--- config.mk ---
export PLATFORM = sky130hd
export DESIGN_NAME = load_hazard_controller_flat
export DESIGN_NICKNAME = d
export VERILOG_FILES = /design/src/rtl/load_hazard_controller_if.sv /design/src/rtl/load_hazard_controller.sv /design/src/flat_wrapper.sv
export SDC_FILE = /design/constraint.sdc
export NUM_CORES = 1
export LEC_CHECK = 0
export CAP_MARGIN = 40
export CORE_MARGIN = 3
export CORE_UTILIZATION = 49
export DETAILED_ROUTE_END_ITERATION = 16
export PLACE_DENSITY = 0.86
export SLEW_MARGIN = 20
export SYNTH_ARGS = -nofsm -noshare
export SYNTH_HDL_FRONTEND = slang
export SYNTH_SLANG_ARGS = --single-unit
--- constraint.sdc ---
create_clock -name clk -period 3.37 [get_ports clk]
set_input_delay 0.674 -clock clk [delete_from_list [all_inputs] [get_ports clk]]
set_output_delay 0.674 -clock clk [all_outputs]
set_load 0.005 [all_outputs]
--- src/rtl/load_hazard_controller_if.sv ---
// Hazard-control bus between the Decode/Execute stages and the hazard unit.
// The master side is the pipeline and drives the resolve, Execute and Decode
// information. The slave side is the hazard unit and returns the
// stall/bubble/flush controls and the performance counters.
//   clrStats                          : clear both performance counters
//   branch, takenBranch, prediction   : conditional-branch resolution
//   pcSrc                             : unconditional redirect
//   memReadE, writeRegisterE          : load flag and destination in Execute
//   rsD, rtD, useRsD, useRtD          : Decode source registers and usage
//   Stall, Bubble, Flush              : pipeline controls
//   stallCount, flushCount            : saturating event counters
interface load_hazard_controller_if #(
    parameter int REG_W = 5,
    parameter int CNT_W = 16
);
    logic             clrStats;
    logic             branch;
    logic             takenBranch;
    logic             prediction;
    logic             pcSrc;
    logic             memReadE;
    logic [REG_W-1:0] writeRegisterE;
    logic [REG_W-1:0] rsD;
    logic [REG_W-1:0] rtD;
    logic             useRsD;
    logic             useRtD;
    logic             Stall;
    logic             Bubble;
    logic             Flush;
    logic [CNT_W-1:0] stallCount;
    logic [CNT_W-1:0] flushCount;

    modport master (
        output clrStats, branch, takenBranch, prediction, pcSrc,
               memReadE, writeRegisterE, rsD, rtD, useRsD, useRtD,
        input  Stall, Bubble, Flush, stallCount, flushCount
    );

    modport slave (
        input  clrStats, branch, takenBranch, prediction, pcSrc,
               memReadE, writeRegisterE, rsD, rtD, useRsD, useRtD,
        output Stall, Bubble, Flush, stallCount, flushCount
    );
endinterface

--- src/rtl/load_hazard_controller.sv ---
// Load-use hazard controller for loads with multi-cycle result latency.
// A load's destination blocks dependent Decode instructions while the load
// is in Execute, and for LOAD_LAT-1 further cycles. Those further cycles are
// tracked by a shift-register scoreboard. A redirect (mispredicted branch or
// jump) flushes IF/ID, and it suppresses the stall because the stalled
// instruction is being killed anyway.
// Ports:
//   clk : rising-edge clock
//   rst : synchronous active-high reset
//   hz  : hazard bus (slave side); see load_hazard_controller_if
module load_hazard_controller #(
    parameter int REG_W    = 5,
    parameter int LOAD_LAT = 1,
    parameter int CNT_W    = 16
) (
    input logic                    clk,
    input logic                    rst,
    load_hazard_controller_if.slave hz
);

    localparam logic [CNT_W-1:0] CNT_ONE = {{(CNT_W-1){1'b0}}, 1'b1};

    logic             loadValid_s;
    logic             pendRs_s;
    logic             pendRt_s;
    logic             matchRs_s;
    logic             matchRt_s;
    logic             hazard_s;
    logic             flushRaw_s;
    logic             stall_s;
    logic             flush_s;
    logic [CNT_W-1:0] stallCount_r;
    logic [CNT_W-1:0] flushCount_r;

    // A load to r0 never produces a value a consumer could wait on.
    assign loadValid_s = hz.memReadE && (hz.writeRegisterE != {REG_W{1'b0}});

    if (LOAD_LAT > 1) begin : gScoreboard
        logic [LOAD_LAT-2:0] pendValid_r;
        logic [REG_W-1:0]    pendReg_r [LOAD_LAT-1];

        // Scoreboard shift: Execute never stalls, so capture every cycle.
        always_ff @(posedge clk) begin
            if (rst) begin
                pendValid_r <= '0;
            end else begin
                pendValid_r[0] <= loadValid_s;
                pendReg_r[0]   <= hz.writeRegisterE;
                for (int k = 1; k < LOAD_LAT - 1; k++) begin
                    pendValid_r[k] <= pendValid_r[k-1];
                    pendReg_r[k]   <= pendReg_r[k-1];
                end
            end
        end

        // OR-reduce the scoreboard matches against both Decode sources.
        always_comb begin
            pendRs_s = 1'b0;
            pendRt_s = 1'b0;
            for (int k = 0; k < LOAD_LAT - 1; k++) begin
                pendRs_s = pendRs_s | (pendValid_r[k] && (pendReg_r[k] == hz.rsD));
                pendRt_s = pendRt_s | (pendValid_r[k] && (pendReg_r[k] == hz.rtD));
            end
        end
    end else begin : gNoScoreboard
        assign pendRs_s = 1'b0;
        assign pendRt_s = 1'b0;
    end

    // Scoreboard entries are only valid for nonzero registers. The explicit
    // r0 test still documents the rule for the Execute-stage match.
    assign matchRs_s = (hz.rsD != {REG_W{1'b0}}) &&
                       ((loadValid_s && (hz.rsD == hz.writeRegisterE)) || pendRs_s);
    assign matchRt_s = (hz.rtD != {REG_W{1'b0}}) &&
                       ((loadValid_s && (hz.rtD == hz.writeRegisterE)) || pendRt_s);
    assign hazard_s   = (hz.useRsD && matchRs_s) || (hz.useRtD && matchRt_s);
    assign flushRaw_s = ((hz.takenBranch ^ hz.prediction) & hz.branch) | hz.pcSrc;

    // Pipeline controls: forced idle during reset; a flush wins over a stall.
    always_comb begin
        if (rst) begin
            stall_s = 1'b0;
            flush_s = 1'b0;
        end else begin
            stall_s = hazard_s && !flushRaw_s;
            flush_s = flushRaw_s;
        end
    end

    assign hz.Stall  = stall_s;
    assign hz.Bubble = stall_s;
    assign hz.Flush  = flush_s;

    // Saturating performance counters; clrStats overrides a same-cycle increment.
    always_ff @(posedge clk) begin
        if (rst || hz.clrStats) begin
            stallCount_r <= '0;
            flushCount_r <= '0;
        end else begin
            if (stall_s && (stallCount_r != {CNT_W{1'b1}})) begin
                stallCount_r <= stallCount_r + CNT_ONE;
            end else begin
                stallCount_r <= stallCount_r;
            end
            if (flush_s && (flushCount_r != {CNT_W{1'b1}})) begin
                flushCount_r <= flushCount_r + CNT_ONE;
            end else begin
                flushCount_r <= flushCount_r;
            end
        end
    end

    assign hz.stallCount = stallCount_r;
    assign hz.flushCount = flushCount_r;

endmodule

--- src/flat_wrapper.sv ---
// flat-port wrapper written by rule: the top's interface ports become plain ports
module load_hazard_controller_flat 
#(
    parameter int REG_W    = 5,
    parameter int LOAD_LAT = 1,
    parameter int CNT_W    = 16
)
  (clk, rst, hz_clrStats, hz_branch, hz_takenBranch, hz_prediction, hz_pcSrc, hz_memReadE, hz_writeRegisterE, hz_rsD, hz_rtD, hz_useRsD, hz_useRtD, hz_Stall, hz_Bubble, hz_Flush, hz_stallCount, hz_flushCount);
  load_hazard_controller_if #(.REG_W(REG_W), .CNT_W(CNT_W)) hz_i ();
  input logic clk;
  input logic rst;
  input wire logic [$bits(hz_i.clrStats)-1:0] hz_clrStats;
  input wire logic [$bits(hz_i.branch)-1:0] hz_branch;
  input wire logic [$bits(hz_i.takenBranch)-1:0] hz_takenBranch;
  input wire logic [$bits(hz_i.prediction)-1:0] hz_prediction;
  input wire logic [$bits(hz_i.pcSrc)-1:0] hz_pcSrc;
  input wire logic [$bits(hz_i.memReadE)-1:0] hz_memReadE;
  input wire logic [$bits(hz_i.writeRegisterE)-1:0] hz_writeRegisterE;
  input wire logic [$bits(hz_i.rsD)-1:0] hz_rsD;
  input wire logic [$bits(hz_i.rtD)-1:0] hz_rtD;
  input wire logic [$bits(hz_i.useRsD)-1:0] hz_useRsD;
  input wire logic [$bits(hz_i.useRtD)-1:0] hz_useRtD;
  output wire logic [$bits(hz_i.Stall)-1:0] hz_Stall;
  output wire logic [$bits(hz_i.Bubble)-1:0] hz_Bubble;
  output wire logic [$bits(hz_i.Flush)-1:0] hz_Flush;
  output wire logic [$bits(hz_i.stallCount)-1:0] hz_stallCount;
  output wire logic [$bits(hz_i.flushCount)-1:0] hz_flushCount;
  assign hz_i.clrStats = hz_clrStats;
  assign hz_i.branch = hz_branch;
  assign hz_i.takenBranch = hz_takenBranch;
  assign hz_i.prediction = hz_prediction;
  assign hz_i.pcSrc = hz_pcSrc;
  assign hz_i.memReadE = hz_memReadE;
  assign hz_i.writeRegisterE = hz_writeRegisterE;
  assign hz_i.rsD = hz_rsD;
  assign hz_i.rtD = hz_rtD;
  assign hz_i.useRsD = hz_useRsD;
  assign hz_i.useRtD = hz_useRtD;
  assign hz_Stall = hz_i.Stall;
  assign hz_Bubble = hz_i.Bubble;
  assign hz_Flush = hz_i.Flush;
  assign hz_stallCount = hz_i.stallCount;
  assign hz_flushCount = hz_i.flushCount;
  load_hazard_controller #(.REG_W(REG_W), .LOAD_LAT(LOAD_LAT), .CNT_W(CNT_W)) u_core (.clk(clk), .rst(rst), .hz(hz_i));
endmodule
## Word level (Yosys, flattened, before mapping)

Index checks and enable logic that the tools add are counted.

- Bits in registers: 32
- Bits of input ports: 25
- Output and inout port bits: 35
- Word-level logic and storage cells: 29

- Add/sub/neg operators: 2
- Eq/ne operators: 4
- Muxes and demuxes: 2
- Bitwise operators: 3
- Reductions and logical operators: 16

Operators by type and width:

| operator | number |
|---|---|
| 16-bit by 1-bit adder with 16-bit output, second input constant | 2 |
| 16-bit inequality test, second input constant | 2 |
| 5-bit nonzero test | 3 |
| 5-bit equality test | 2 |
| 1-bit logical AND | 10 |
| 1-bit logical OR | 2 |
| 1-bit two-way mux | 2 |
| 1-bit bitwise AND | 1 |
| 1-bit logical NOT | 1 |
| 1-bit bitwise OR | 1 |
| 1-bit XOR | 1 |

## Logic depth before layout (Yosys ltp)

- Depth in word-level cells: 9
- Depth in mapped cells: 7
- Depth with buffers taken out: 7

## Worst setup path before layout

OpenSTA, ideal clock, no wires.

- Kind: input-to-output
- From: input hz_rsD[0]
- To: output hz_Stall
- Data arrival time: 2.063 ns
- Data required time: 2.696 ns
- Setup slack: 0.633 ns
- Cell stages on the path: 7
- Path buffers: 2
- Cell sequence: or4_1 o211ai_1 nor2_1 a31oi_1 buf_2 nor2_1 buf_4

- Longest elaborated chain between the ends: 7
- Elaborated cells between the ends (all ways): 8
- Classes of those cells: 1 x eq/ne; 1 x mux; 6 x reduce/logical

RTL lines:

| item | RTL line | RTL |
|---|---|---|
| start: declaration | flat_wrapper.sv:19 | `input wire logic [$bits(hz_i.rsD)-1:0] hz_rsD;` |
| 5-bit equality test | load_hazard_controller.sv:73 | `((loadValid_s && (hz.rsD == hz.writeRegisterE)) \|\| pendRs_s);` |
| 1-bit logical AND | load_hazard_controller.sv:73 |  |
| 1-bit logical AND * | load_hazard_controller.sv:72 | `assign matchRs_s = (hz.rsD != {REG_W{1'b0}}) &&` |
| 1-bit logical AND * | load_hazard_controller.sv:76 | `assign hazard_s = (hz.useRsD && matchRs_s) \|\| (hz.useRtD && matchRt_s);` |
| 1-bit logical OR * | load_hazard_controller.sv:76 |  |
| 1-bit logical AND * | load_hazard_controller.sv:85 | `stall_s = hazard_s && !flushRaw_s;` |
| 1-bit two-way mux * | load_hazard_controller.sv:81 | `if (rst) begin` |
| end: declaration | flat_wrapper.sv:23 | `output wire logic [$bits(hz_i.Stall)-1:0] hz_Stall;` |

Every way passes the cells marked *; elsewhere a longest branch is shown, timed or not.

## Final worst setup path

- From: input hz_rsD[0]
- To: output hz_Bubble

- Longest elaborated chain between the ends: 7
- Elaborated cells between the ends (all ways): 8
- Classes of those cells: 1 x eq/ne; 1 x mux; 6 x reduce/logical

RTL lines:

| item | RTL line | RTL |
|---|---|---|
| 5-bit equality test | load_hazard_controller.sv:73 |  |
| 1-bit logical AND | load_hazard_controller.sv:73 |  |
| 1-bit logical AND * | load_hazard_controller.sv:72 |  |
| 1-bit logical AND * | load_hazard_controller.sv:76 |  |
| 1-bit logical OR * | load_hazard_controller.sv:76 |  |
| 1-bit logical AND * | load_hazard_controller.sv:85 |  |
| 1-bit two-way mux * | load_hazard_controller.sv:81 |  |
| end: declaration | flat_wrapper.sv:24 | `output wire logic [$bits(hz_i.Bubble)-1:0] hz_Bubble;` |

Marked as above.

==> metrics.log <==
INFO  metric run_status = finished, final reports clean
INFO  metric dpl_cell_area = 2410 um2
INFO  metric overflow_left_after_global_routing = 0
INFO  metric vdd.ir_drop.worst = 0.214 mV
INFO  metric avgRoutedWirePerCell = 15.0 um
INFO  metric via_count_of_the_first_global_routing_pass = 1669
INFO  metric timing.critical_path.fanout_max = 3
INFO  metric ff2ff_setup_slack = 1270 ps
INFO  metric syn2layout_area_growth = 42.1%
INFO  metric critPathTopFamily = buffers and inverters
INFO  metric grt_max_degree = 32
INFO  metric detail_route.first_pass.iterations = 4
INFO  metric hold_ws = 512 ps
INFO  metric htree_num_levels = 2
INFO  metric fin_skew = 6.22 ps
INFO  metric min_period_over_period = 98.4%
INFO  metric timing_max_transition_violations_final = 0
INFO  metric netlist_instances = 206
INFO  metric multiInputGateArea = 1060 um2
INFO  metric floorplan.io_pins = 60
INFO  metric post_synth.cell_area_avg = 8.46 um2
INFO  metric n_antenna_cell = 0
INFO  metric synth_enable_flop_cells = 0
INFO  metric postCtsSetupBuffers = 0
INFO  metric rows = 21
INFO  metric regToRegStartpoint = u_core.hz.stallCount[0]$_SDFFE_PP0P_
INFO  metric max_slew_margin = 60.8%
INFO  metric post_layout_nonfiller_instances = 318
INFO  metric yosys_most_used_dff = sky130_fd_sc_hd__dfxtp_1
INFO  metric power.static_leakage = 0.828 nW
INFO  metric timing.critical_path.from_type = input port
INFO  metric final.min_clock_period = 3320 ps
INFO  metric yosysWarnings = 0
INFO  metric yosys_top_cell_by_area = sky130_fd_sc_hd__dfxtp_1
INFO  metric fmax = 301 MHz
INFO  metric yosysSeqAreaShare = 36.8%
INFO  metric path_class = in -> out
INFO  metric hp-start = u_core.hz.stallCount[13]$_SDFFE_PP0P_
INFO  metric slowest_stage = sky130_fd_sc_hd__or4_1
INFO  metric post-dp-hpwl = 3.44 mm
INFO  metric cp.required = 2700 ps
INFO  metric crit_end_element = output pin
INFO  metric syn_nets = 233
INFO  metric synth.top_cell.area_share = 36.8%
INFO  metric final-setup-viol-count = 0
INFO  metric initial_antenna_violation_count = 0
INFO  metric share_of_cells_above_drive_strength_1 = 7.35%
INFO  metric postRouteWirelength = 4.79 mm
INFO  metric viasPerCell = 5.74
INFO  metric drt_iter0_markers = 61
INFO  metric final_hold_viol_count = 0
INFO  metric detail_route.drc_violations = 0
INFO  metric final.fill_count = 262
INFO  metric floorplan.initialDensity = 51.4%
INFO  metric chipHeight = 65.6 um
INFO  metric cts.sink_count = 32
INFO  metric clock-root-buffer = sky130_fd_sc_hd__clkbuf_4
INFO  metric rsz_0062_raised_after_global_routing = no
INFO  metric hold_class = reg -> reg
INFO  metric worstPathCellList = clkdlybuf4s50_1 -> or4_1 -> o211ai_1 -> nor2_1 -> a31oi_2 -> nor2_1 -> clkdlybuf4s50_1
INFO  metric core = 3390 um2
INFO  metric synth_top_cells_by_area = sky130_fd_sc_hd__dfxtp_1, sky130_fd_sc_hd__xor2_1, sky130_fd_sc_hd__nand4_1, sky130_fd_sc_hd__nor2_1, sky130_fd_sc_hd__or3_1
INFO  metric clkSlewWorstSetupHoldPaths = 110 ps
INFO  metric place.gp.congestion = 0.765
INFO  metric flops_latches_synth = 32
INFO  metric final.setup.tns = 0 ps
INFO  metric fin_total_pwr = 0.703 mW
INFO  metric powerDensity = 284 nW/um2
INFO  metric synth.cell_area = 1740 um2
INFO  metric final_antenna_net_count = 0
INFO  metric drv.max_cap_violation_count = 0
INFO  metric worst-endpoint-arrival = 2640 ps
INFO  metric die_area = 4310 um2
INFO  metric synth.lib_cells_used.distinct = 34
INFO  metric grt_pass1_wl = 7.61 mm
INFO  metric cts_tree = done
INFO  metric sequential_cell_area = 641 um2
INFO  metric vias = 1825
INFO  metric dpl_worst_slack = 58.7 ps
INFO  metric clkLatencyLatePin = 350 ps
INFO  metric synthMostInstantiatedCell = sky130_fd_sc_hd__dfxtp_1
INFO  metric crit_buf_inv = 2
INFO  metric global_route.usage.total = 22.7%
INFO  metric placedCellCount = 310
INFO  metric max-clock-path-buffers = 2
INFO  metric critical_path_s_largest_stage_delay = 540 ps
INFO  metric critPathLaunch = hz_rsD[0]
INFO  metric cts_made_buffers = 5
INFO  metric worst_slack = 52.6 ps
INFO  metric layout.core_utilization = 73.1%
INFO  metric cts.hold.buffers_added = 0
INFO  metric max_slew.worst_pin.slew = 588 ps
INFO  metric ys_top_cells_by_count = sky130_fd_sc_hd__dfxtp_1, sky130_fd_sc_hd__nor2_1, sky130_fd_sc_hd__nand4_1, sky130_fd_sc_hd__xor2_1
INFO  metric port_buffers = 59
INFO  metric die_width = 65.6 um
INFO  metric final_nets = 298
INFO  metric async_flop_share = 0%
INFO  metric final_design_area_no_fill = 2480 um2
layout make-up:
class | count | area share, %
well taps | 46 | 2.32
clock inverters | 2 | 0.404
repair buffers | 66 | 26.1
inverters | 2 | 0.303
multi-input cells | 164 | 43.0
flip-flops and latches | 32 | 25.9
clock buffers | 6 | 2.07
report_power, final:
| group | leakage [nW] | switching [mW] | internal, mW | total, mW |
|---|---|---|---|---|
| sequential | 0.258 | 0.000861 | 0.379 | 0.380 |
| clock | 0.0380 | 0.141 | 0.0992 | 0.240 |
| combinational | 0.532 | 0.0384 | 0.0451 | 0.0834 |
per-layer routing:
layer,global-route usage [%],vias up,wire (um),share of wire (%)
li1,-,896,-,-
met1,28.7,865,2080,43
met2,36.7,55,2300,48
met3,5.81,9,321,6.7
met4,8.81,0,87,1.8
met5,0,-,0,0
worst paths after layout:
path / end / cells after the start
max: hz_Bubble / 7
max reg2reg: u_core.hz.stallCount[5]$_SDFFE_PP0P_ / 7
min: u_core.hz.stallCount[13]$_SDFFE_PP0P_ / 2
min reg2reg: u_core.hz.stallCount[13]$_SDFFE_PP0P_ / 2
cell families (layout without fill, tap and decap cells):
logic type	Yosys count	count (layout)	share of synthesized area, %
simple gates	99	99	31.2
compound gates	36	36	14.5
fa+ha+maj	2	2	1.44
flops	32	32	36.8
buf+inv	10	76	2.51
xor+xnor	26	26	13.1
mux	1	1	0.574
worst register-to-register path, cell delays in order, from the launching register on:
cell	delay [ps]
sky130_fd_sc_hd__dfxtp_1	360
sky130_fd_sc_hd__ha_1	250
sky130_fd_sc_hd__nand2_1	100
sky130_fd_sc_hd__nor2_1	110
sky130_fd_sc_hd__and4_1	270
sky130_fd_sc_hd__or4_1	490
sky130_fd_sc_hd__or3_1	310
sky130_fd_sc_hd__a21oi_1	140
cell usage in the layout, fill, tap and decap left out, types with 2 or more instances in the layout:
master                            count
sky130_fd_sc_hd__a21oi_1             12
sky130_fd_sc_hd__nor4_1               3
sky130_fd_sc_hd__nand4_1             18
sky130_fd_sc_hd__nand2_1              9
sky130_fd_sc_hd__nand3_1             10
sky130_fd_sc_hd__clkbuf_4             5
sky130_fd_sc_hd__o211ai_1             3
sky130_fd_sc_hd__o21a_1               2
sky130_fd_sc_hd__o31ai_1              4
sky130_fd_sc_hd__o21ai_0              9
sky130_fd_sc_hd__xnor2_1              8
sky130_fd_sc_hd__clkdlybuf4s50_1     58
sky130_fd_sc_hd__and4_1               3
sky130_fd_sc_hd__clkinv_2             2
sky130_fd_sc_hd__dfxtp_1             32
sky130_fd_sc_hd__nor2_1              25
sky130_fd_sc_hd__and3_1               7
sky130_fd_sc_hd__xor2_1              18
sky130_fd_sc_hd__or4_1                7
sky130_fd_sc_hd__buf_4                7
sky130_fd_sc_hd__ha_1                 2
sky130_fd_sc_hd__inv_1                2
sky130_fd_sc_hd__or3_1               12
state kept, by name, indices dropped and copies added (netlist names):
signal                count
u_core.hz.flushCount     16
u_core.hz.stallCount     16
what timing repair did:
| action | 4_1_cts | 5_1_grt |
|---|---|---|
| resized for setup | 0 | 1 |
| endpoints found under the setup margin | 0 | 1 |
| endpoints found under the hold margin | 0 | 0 |
No activity file was read; power rests on OpenSTA's default activity.
